## src/rtl/encoder_habilitador.sv

```systemverilog
// Purpose : serialises a 38-bit multi-hot register-enable vector into 6-bit indices, lowest index first.
// Latency : first index is valid the cycle after the load; one index per cycle while listo=1; fin follows the last transfer by one cycle.
// Backpressure: with listo=0 the offered index and valido hold; cargar is ignored unless idle.
//
// Ports:
//   clk, rst   : clock and synchronous active-high reset
//   cargar     : load strobe, sampled only when idle
//   peticion   : request vector, bit i set = emit index i (bit 0 is the zero register, never emitted)
//   listo      : consumer ready
//   seleccion  : index currently offered, valido qualifies it
//   ocupado    : a vector is being serialised (includes the fin cycle)
//   fin        : one-cycle pulse after the last index is accepted
//   cuenta     : indices transferred since the last load; holds after fin
module encoder_habilitador #(
  parameter int ANCHO = 38,
  parameter int SEL_W = 6
) (
  input  logic             clk,
  input  logic             rst,
  input  logic             cargar,
  input  logic [ANCHO-1:0] peticion,
  input  logic             listo,
  output logic [SEL_W-1:0] seleccion,
  output logic             valido,
  output logic             ocupado,
  output logic             fin,
  output logic [SEL_W-1:0] cuenta
);

  typedef enum logic [1:0] {
    IDLE   = 2'd0,
    EMITIR = 2'd1,
    FIN    = 2'd2
  } estado_t;

  estado_t          estado;
  logic [ANCHO-1:0] pendiente;
  logic [ANCHO-1:0] pendiente_sig;
  logic [ANCHO-1:0] carga_masc;
  logic [SEL_W-1:0] menor;
  logic             transfer;

  // Bit 0 is the hardwired-zero register; it is dropped at load time so it
  // can never reach the output.
  assign carga_masc = peticion & ~ANCHO'(1);

  // Lowest set bit of the pending vector. Only bits 1..ANCHO-1 can ever be
  // set, so the result is 0 solely when nothing is pending.
  always_comb begin
    menor = '0;
    for (int i = ANCHO-1; i >= 1; i--) begin
      if (pendiente[i]) menor = SEL_W'(i);
    end
  end

  // x & (x-1) clears exactly the lowest set bit, i.e. the one being emitted.
  assign pendiente_sig = pendiente & (pendiente - ANCHO'(1));

  // Every output is decoded from registered state only.
  assign seleccion = menor;
  assign valido    = (estado == EMITIR);
  assign ocupado   = (estado != IDLE);
  assign fin       = (estado == FIN);
  assign transfer  = valido && listo;

  always_ff @(posedge clk) begin
    if (rst) begin
      estado    <= IDLE;
      pendiente <= '0;
      cuenta    <= '0;
    end else begin
      case (estado)
        IDLE: begin
          if (cargar) begin
            pendiente <= carga_masc;
            cuenta    <= '0;
            estado    <= (carga_masc != '0) ? EMITIR : FIN;
          end
        end
        EMITIR: begin
          if (transfer) begin
            pendiente <= pendiente_sig;
            cuenta    <= cuenta + SEL_W'(1);
            if (pendiente_sig == '0) estado <= FIN;
          end
        end
        FIN: begin
          estado <= IDLE;
        end
        default: begin
          estado    <= IDLE;
          pendiente <= '0;
        end
      endcase
    end
  end

endmodule

```

## config.mk

```make
export PLATFORM = sky130hd
export DESIGN_NAME = encoder_habilitador
export DESIGN_NICKNAME = d
export VERILOG_FILES = /design/src/rtl/encoder_habilitador.sv
export SDC_FILE = /design/constraint.sdc
export NUM_CORES = 1
export LEC_CHECK = 0
export CORE_AREA = 4 4 103 66
export CTS_CLUSTER_SIZE = 40
export DETAILED_ROUTE_END_ITERATION = 8
export DIE_AREA = 0 0 107 70
export PLACE_DENSITY = 0.83
export SLEW_MARGIN = 20
export SYNTH_ARGS = -nofsm -noshare
export SYNTH_HDL_FRONTEND = slang
export SYNTH_SLANG_ARGS = --single-unit
```

## constraint.sdc

```tcl
create_clock -name clk -period 3.6 [get_ports clk]
set_clock_uncertainty 0.2 [all_clocks]
set_input_delay 0.36 -clock clk [delete_from_list [all_inputs] [get_ports clk]]
set_output_delay 0.36 -clock clk [all_outputs]
set_load 0.01 [all_outputs]
```

==> run summary, run 1 <==
Seq cells post-synth = 45
final hold vios = 0
RR Startpoint = pendiente[1]
syn nets = 466
GR Overflow Total = 0
Die Y-Extent = 70 um
FFs w/ async S/R, synth = 0
Vias/cell = 6.39
Hold-fix buffers, CTS = 0
status = finished, final reports clean
Fmax = 286 MHz
CTS H-tree depth = 2
Crit Path Max Fanout = 5
pre-CTS setup slack = 278 ps
Pwr Total = 1.48 mW
Critical path buffers and inverters = 1
syn_area_per_cell = 7.09 um2
Final nets = 503
LEAKAGE = 1.33 nW
Worst path slowest cell = a311o_1
RSZ-0062 raised after global routing = false
ordered list of cells on the worst path = or2_2 > a211o_1 > a211o_1 > a211oi_2 > o311ai_0 > a311o_1 > a31o_2 > dlygate4sd2_1
Root Buffer = clkbuf_8
antenna cell count = 0
CTS tree = done
Post-CTS Setup Bufs = 0
die width = 107 um
post_cts resized = 2
Setup-failing EPs final = 0
initial antenna violation count = 0
Site Rows = 22
Worst Setup EP = seleccion[1]
Post-Layout Cell Count = 545
synthesized instance count = 423
Worst path depth = 8
drt pass-1 iters = 5
crit-path max cell delay = 370 ps
worst endpoint data arrival time = 2930 ps
HP Class = flip-flop to flip-flop
GRT Resource Usage Total = 0.256
routed via count = 3481
Starting Density = 0.509
CTS buffer count = 5
synth-to-layout area growth = 23.4%
register area = 901 um2
Multi-input gate area = 1890 um2
fin crit period = 3490 ps
largest net degree at the start of global routing = 26
drt total wl = 9.93 mm
Data required, critical path = 3040 ps
PortBufs = 55
first-pass GRT wire length = 15.5 mm
RR Endpoint = estado[0]
synth warn = 0
final worst path period share = 0.971
Post-Syn Area = 3000 um2
R2R depth = 8
Final TNS setup = 0 ps
VDD IR max = 0.177 mV
Most common cell on crit path = a211o_1
Max clock buf depth = 2
CTS Sinks = 45
DR WL/cell = 18.2 um
DRT antenna net count = 0
number of synthesized flops with an enable pin = 0
die footprint = 7490 um2
CP delay by family, top = compound AO/OA/AOI/OAI gates
gpl congestion = 0.947
Final Slew Violations = 0
Residual DRC = 0
fraction of layout cells with a size suffix above 1 = 0.0759
IO Pins = 57
Iter 0 DRT Violations = 352
Tightest Pin Transition = 785 ps
CP Class = flip-flop to primary output
PwrDens = 399 nW/um2
CP endpoint kind = primary output
CORE AREA = 5890 um2
Cells after DPL = 537
Clk pin slew, worst setup/hold paths = 90 ps
vias in the first global route = 3076
max-cap violations = 0
HP Start = cuenta[5]
DP HPWL = 7.31 mm
fillers = 571
R2R setup slack = 570 ps
Critical Path Source Type = flip-flop
worst skew pair latency = 310 ps
sequential fraction of the synthesis area = 0.300
Synth Flop Type = dfxtp_1
final setup margin = 106 ps
Critical Path Start = pendiente[34]
relative slew slack = 0.475
distinct cell type count after synthesis = 56
cells in the final DEF, fill, tap and decap left out, types with 6 or more instances in the layout:
| master | instances |
|---|---|
| a21oi_1 | 39 |
| o21ai_0 | 43 |
| buf_4 | 12 |
| nand4_1 | 6 |
| dfxtp_1 | 45 |
| inv_1 | 12 |
| nor4_1 | 15 |
| nor2_1 | 62 |
| nand2_1 | 38 |
| clkdlybuf4s50_1 | 54 |
| nor3_1 | 19 |
| nand3_1 | 7 |
| clkbuf_8 | 6 |
| nor2b_1 | 6 |
| a22oi_1 | 23 |
worst min path at each step:
stage	to	cells after the start	slack [ps]
global placement	cuenta[5]	2	280
CTS	cuenta[5]	2	320
detailed placement	cuenta[5]	2	300
finish	cuenta[5]	2	310
global route	cuenta[5]	2	330
floorplan	pendiente[35]	2	270
worst register-to-register path: stages (launching register included):
cell and delay [ps]:
dfxtp_1 420, nor3_2 450, nand4_2 360, buf_4 290
nor4b_1 470, a21oi_1 190, nor2_1 120, nand4_1 150
o31a_1 280
cell usage after synthesis, types with 2 or more instances:
cell type	n	area, um2
a31oi_1	2	12.5
maj3_1	3	30.0
nor2b_1	6	37.5
a211o_1	2	17.5
a32oi_1	3	26.3
mux2i_1	2	20.0
or2_2	3	18.8
nand3_1	7	35.0
nor4_2	4	50.1
o32a_1	2	20.0
a2bb2oi_1	2	17.5
nor2_1	62	233
a211oi_1	2	15.0
nor3_1	19	95.1
nor4_1	15	93.8
nor4_4	2	42.5
inv_1	12	45.0
buf_2	4	20.0
or3_1	4	25.0
o211ai_1	4	30.0
o21bai_1	4	30.0
xor2_1	3	26.3
o21ai_0	43	215
dfxtp_1	45	901
or4_1	3	22.5
nand4_1	6	37.5
a21oi_1	39	195
clkbuf_1	28	105
buf_6	2	22.5
buf_4	2	15.0
a22oi_1	23	173
o21a_1	4	30.0
nand2_1	38	143
through the flow:
stage,hold WS [ps],util,cell area [um2]
after floorplan,271,-,3000
after global placement,282,0.607,3580
after detailed placement,302,0.607,3580
after CTS,316,0.629,3700
after global routing,333,0.629,3700
final,309,0.629,3700
flip-flops by register name, indices dropped and copies added (netlist names):
register   flops
estado         2
cuenta         6
pendiente     37
routing by layer:
layer,global-route usage,routed length [um]
met1,0.375,4390
met2,0.379,4320
met3,0.0499,1100
met4,0.0681,125
met5,0.0357,0
final cells by class:
class                   instances  share of cell area
multi-input cells             329               0.511
flip-flops and latches         45               0.243
repair buffers                 67               0.173
well taps                      84              0.0284
clock buffers                   6              0.0223
inverters                      12              0.0122
clock inverters                 2              0.0101
report_power, final:
part           internal [mW]  leakage [nW]  total (mW)  switching (mW)
Combinational          0.213         0.899       0.472           0.259
Sequential             0.526         0.369       0.584          0.0576
Clock                  0.226        0.0574       0.420           0.194
cells by family after synthesis:
logic type                 synth area share
and+or+nand+nor                       0.300
buffers and inverters                0.0705
adders and majority gates            0.0142
muxes                               0.00668
DFF                                   0.300
AOI/OAI and AO/OA                     0.300
xor gates and xnor gates            0.00876
Power figures use the tool's default switching activity.
==> inputs of run 2 (changes only) <==
Settings changed: CORE_AREA 4 4 103 66 to 4 4 150 94, DIE_AREA 0 0 107 70 to 0 0 154 98, PLACE_DENSITY 0.83 to 0.47.
==> run summary, run 2 (synthesis gave the netlist of run 1 again) <==
CTS buffer count = 5
dpl cell area = 3690 um2
Root Buffer = clkbuf_16
largest net degree at the start of global routing = 32
Crit Path Max Fanout = 5
largest register by flop count = pendiente
CTS tree = done
GR Overflow Total = 0
drt pass-1 iters = 5
Final TNS setup = 0 ps
first-pass GRT wire length = 18.5 mm
die footprint = 15100 um2
Final Slew Violations = 0
pre-CTS setup slack = 208 ps
Final nets = 504
Die Y-Extent = 98 um
worst endpoint data arrival time = 2910 ps
most common cell after layout, fill and taps aside = nor2_1
initial antenna violation count = 0
Data required, critical path = 3040 ps
DR WL/cell = 18.4 um
Regs by FF count = pendiente: 37 flops, cuenta: 6 flops, estado: 2 flops
relative slew slack = 0.533
WHS = 298 ps
worst skew pair latency = 300 ps
DRT antenna net count = 0
Hold-fix buffers, CTS = 0
Max clock buf depth = 2
Util after Layout = 0.304
CTS H-tree depth = 2
Setup-failing EPs final = 0
VDD IR max = 0.155 mV
final hold vios = 0
vias in the first global route = 3220
antenna cell count = 0
synth-to-layout area growth = 28.5%
commonest cells after routing, fill and taps aside = 62 x nor2_1, 54 x clkdlybuf4s50_1, 45 x dfxtp_1, 43 x o21ai_0, 39 x a21oi_1
drt total wl = 11.6 mm
GRT Resource Usage Total = 0.155
Post-CTS Setup Bufs = 0
PwrDens = 411 nW/um2
CP Class = flip-flop to primary output
gpl congestion = 0.961
Clk pin slew, worst setup/hold paths = 70 ps
fin crit period = 3470 ps
status = finished, final reports clean
PortBufs = 55
LEAKAGE = 1.35 nW
routed via count = 3383
Starting Density = 0.236
HP Class = flip-flop to flip-flop
IO Pins = 57
post_cts resized = 3
CORE AREA = 12700 um2
fraction of layout cells with a size suffix above 1 = 0.0779
Critical Path Source Type = flip-flop
CTS Sinks = 45
Post-Layout Inst Area = 3850 um2
Residual DRC = 0
final worst path period share = 0.964
max-cap violations = 0
DP HPWL = 8.73 mm
Vias/cell = 5.35
RSZ-0062 raised after global routing = false
Tightest Pin Transition = 698 ps
Site Rows = 32
max reg flops = 37
Iter 0 DRT Violations = 370
die width = 154 um
Fmax = 288 MHz
CP endpoint kind = primary output
final setup margin = 129 ps
run 2: cell count changes in the layout (fill, tap and decap cells not counted):
cell / delta
clkbuf_16: +5
clkbuf_8: -4
buf_4: +1
bufinv_16: -1
clkinv_2: +1
clkinvlp_4: -1
o311ai_0: -1
o311ai_1: +1
run 2: cell type report:
cell class              count  area [um2]
flip-flops and latches     45         901
clock buffers               7         153
well taps                 170         213
clock inverters             1        5.00
multi-input cells         329        1890
fillers                  1372        8840
repair buffers             68         647
inverters                  12        45.0
run 2: stage by stage:
step / std cells / total power [mW]
finish: 632 / 1.58
global route: 632 / 1.67
CTS: 632 / 1.58
detailed placement: 624 / 1.07
global placement: 624 / 1.08
floorplan: 423 / 0.874
run 2: where the power goes:
part	switching, mW	internal, mW	leakage (nW)
combinational	0.275	0.214	0.905
sequential	0.0557	0.526	0.369
clock	0.218	0.295	0.0799
total	0.548	1.04	1.35
run 2: worst max-delay path, cell delays in order, from the launching register on:
cell	delay (ps)
dfxtp_1	340
or2_2	340
a211o_1	320
a211o_1	320
a211oi_2	240
o311ai_1	150
a311o_1	380
a31o_2	250
dlygate4sd2_1	280
run 2: routing by layer:
metal / global-route usage / vias up / share of wire
met2: 0.222 / 127 / 0.40
met1: 0.235 / 1619 / 0.51
met3: 0.0354 / 13 / 0.078
li1: - / 1624 / -
met4: 0.0319 / 0 / 0.012
met5: 0 / - / 0
run 2: path summary, 6_finish.rpt:
kind	from	to	slack (ps)	depth (start not counted)
worst max register to register	pendiente[4]	estado[0]	670	7
worst min register to register	cuenta[5]	cuenta[5]	300	2
worst max-delay path	pendiente[34]	seleccion[1]	130	8
worst min-delay path	cuenta[5]	cuenta[5]	300	2
==> inputs of run 3 (changes only) <==
Settings changed: HOLD_SLACK_MARGIN from default to 0.08, PLACE_DENSITY 0.47 to 0.48.
Clock period 3.6 ns to 3.11 ns, I/O delays scaled along.
==> run summary, run 3 (synthesis gave the netlist of run 1 again) <==
CTS tree = done
routed via count = 3427
vias in the first global route = 3202
Tightest Pin Transition = 764 ps
Data required, critical path = 2600 ps
Vias/cell = 5.29
Setup-failing EPs final = 0
RR Startpoint = pendiente[3]
HP Start = cuenta[5]
Fmax = 325 MHz
status = finished, final reports clean
relative slew slack = 0.486
HP Class = flip-flop to flip-flop
Regs by FF count = pendiente: 37 flops, cuenta: 6 flops, estado: 2 flops
Hold EP = cuenta[5]
CTS H-tree depth = 2
fillers = 1385
commonest cells after routing, fill and taps aside = 62 x nor2_1, 53 x clkdlybuf4s50_1, 45 x dfxtp_1, 42 x o21ai_0, 39 x a21oi_1
PortBufs = 55
Critical Path Source Type = flip-flop
max-cap violations = 0
worst skew pair latency = 300 ps
max reg flops = 37
Clock power frac = 0.300
most common cell after layout, fill and taps aside = nor2_1
RR Endpoint = estado[0]
Residual DRC = 0
GR Overflow Total = 0
Util after Layout = 0.315
synth-to-layout area growth = 33.4%
die footprint = 15100 um2
CTS Sinks = 45
CTS buffer count = 5
IO Pins = 57
combinational share of power = 0.337
Cells after DPL = 641
Die Y-Extent = 98 um
Sw Share = 0.342
DP HPWL = 8.95 mm
drt pass-1 iters = 5
final worst path period share = 0.989
RSZ-0062 raised after global routing = true
PwrDens = 457 nW/um2
antenna cell count = 0
largest register by flop count = pendiente
R2R setup slack = 320 ps
GRT Resource Usage Total = 0.153
drt total wl = 11.7 mm
Iter 0 DRT Violations = 465
largest net degree at the start of global routing = 22
R2R depth = 7
die width = 154 um
final setup margin = 35.7 ps
fin crit period = 3070 ps
first-pass GRT wire length = 18.1 mm
worst endpoint data arrival time = 2560 ps
Post-Layout Cell Count = 648
Starting Density = 0.236
Clk pin slew, worst setup/hold paths = 60 ps
Site Rows = 32
final hold vios = 0
Flop pwr share = 0.363
CP endpoint kind = primary output
LEAKAGE = 1.44 nW
pre-CTS setup slack = -139 ps
VDD IR max = 0.206 mV
CP Class = flip-flop to primary output
fraction of layout cells with a size suffix above 1 = 0.115
DRT antenna net count = 0
Crit Path Max Fanout = 2
Sw Pwr = 0.627 mW
Root Buffer = clkbuf_16
DR WL/cell = 18.1 um
P_int = 1.20 mW
CORE AREA = 12700 um2
WHS Path Cells = 2
initial antenna violation count = 0
gpl congestion = 0.962
Final Slew Violations = 0
Final nets = 521
Max clock buf depth = 2
-- run 3: power groups by stage --
stage / clock (mW) / sequential, mW / combinational [mW]
after floorplan: 0 / 0.650 / 0.362
after global placement: 0 / 0.672 / 0.602
after detailed placement: 0 / 0.672 / 0.598
after CTS: 0.559 / 0.660 / 0.603
after global routing: 0.575 / 0.668 / 0.678
final: 0.549 / 0.664 / 0.617
-- run 3: area by class of cell --
class                   count  area [um2]  area share
inverters                  12        45.0      0.0113
well taps                 170         213      0.0532
flip-flops and latches     45         901       0.225
repair buffers             85         776       0.194
clock buffers               7         143      0.0357
multi-input cells         329        1920       0.481
-- run 3: how the worst max path moves through the flow --
stage / from / to / slack, ps / cells past startpoint
2_1_floorplan: pendiente[34] / seleccion[1] / 520 / 7
5_1_grt: pendiente[34] / seleccion[1] / -60 / 8
6_report: pendiente[34] / seleccion[1] / 40 / 8
3_5_place_dp: pendiente[34] / seleccion[1] / -140 / 8
3_3_place_gp: pendiente[34] / seleccion[1] / -100 / 8
4_1_cts: pendiente[34] / seleccion[1] / -150 / 8
-- run 3: metal layers --
metal	share of wire	track usage	routed length, um
met1	0.51	0.233	5950
met2	0.39	0.213	4600
met3	0.081	0.0403	950
met4	0.018	0.0387	208
met5	0	0	0
-- run 3: worst max-delay path, cell delays in order, from the launching register on --
cell and delay [ps]:
dfxtp_1 310, or2_4 240, a211o_1 270, a211o_1 270
a211oi_2 250, o311ai_2 150, a311o_1 380, a31o_2 270
buf_6 120
-- run 3: per-stage QoR --
stage,setup TNS (ps),power [mW],hold slack (ps),cell area [um2]
finish,0,1.83,295,4000
global route,-94.8,1.92,336,4000
global placement,-97.4,1.27,283,3820
detailed placement,-139,1.27,297,3820
floorplan,0,1.01,247,3000
CTS,-149,1.82,306,3980
-- run 3: what timing repair did --
item	4_1_cts	5_1_grt
resized for setup	7	7
hold buffers	0	0
buffers inserted	0	0
setup endpoints to repair	2	3
pin swaps	2	6
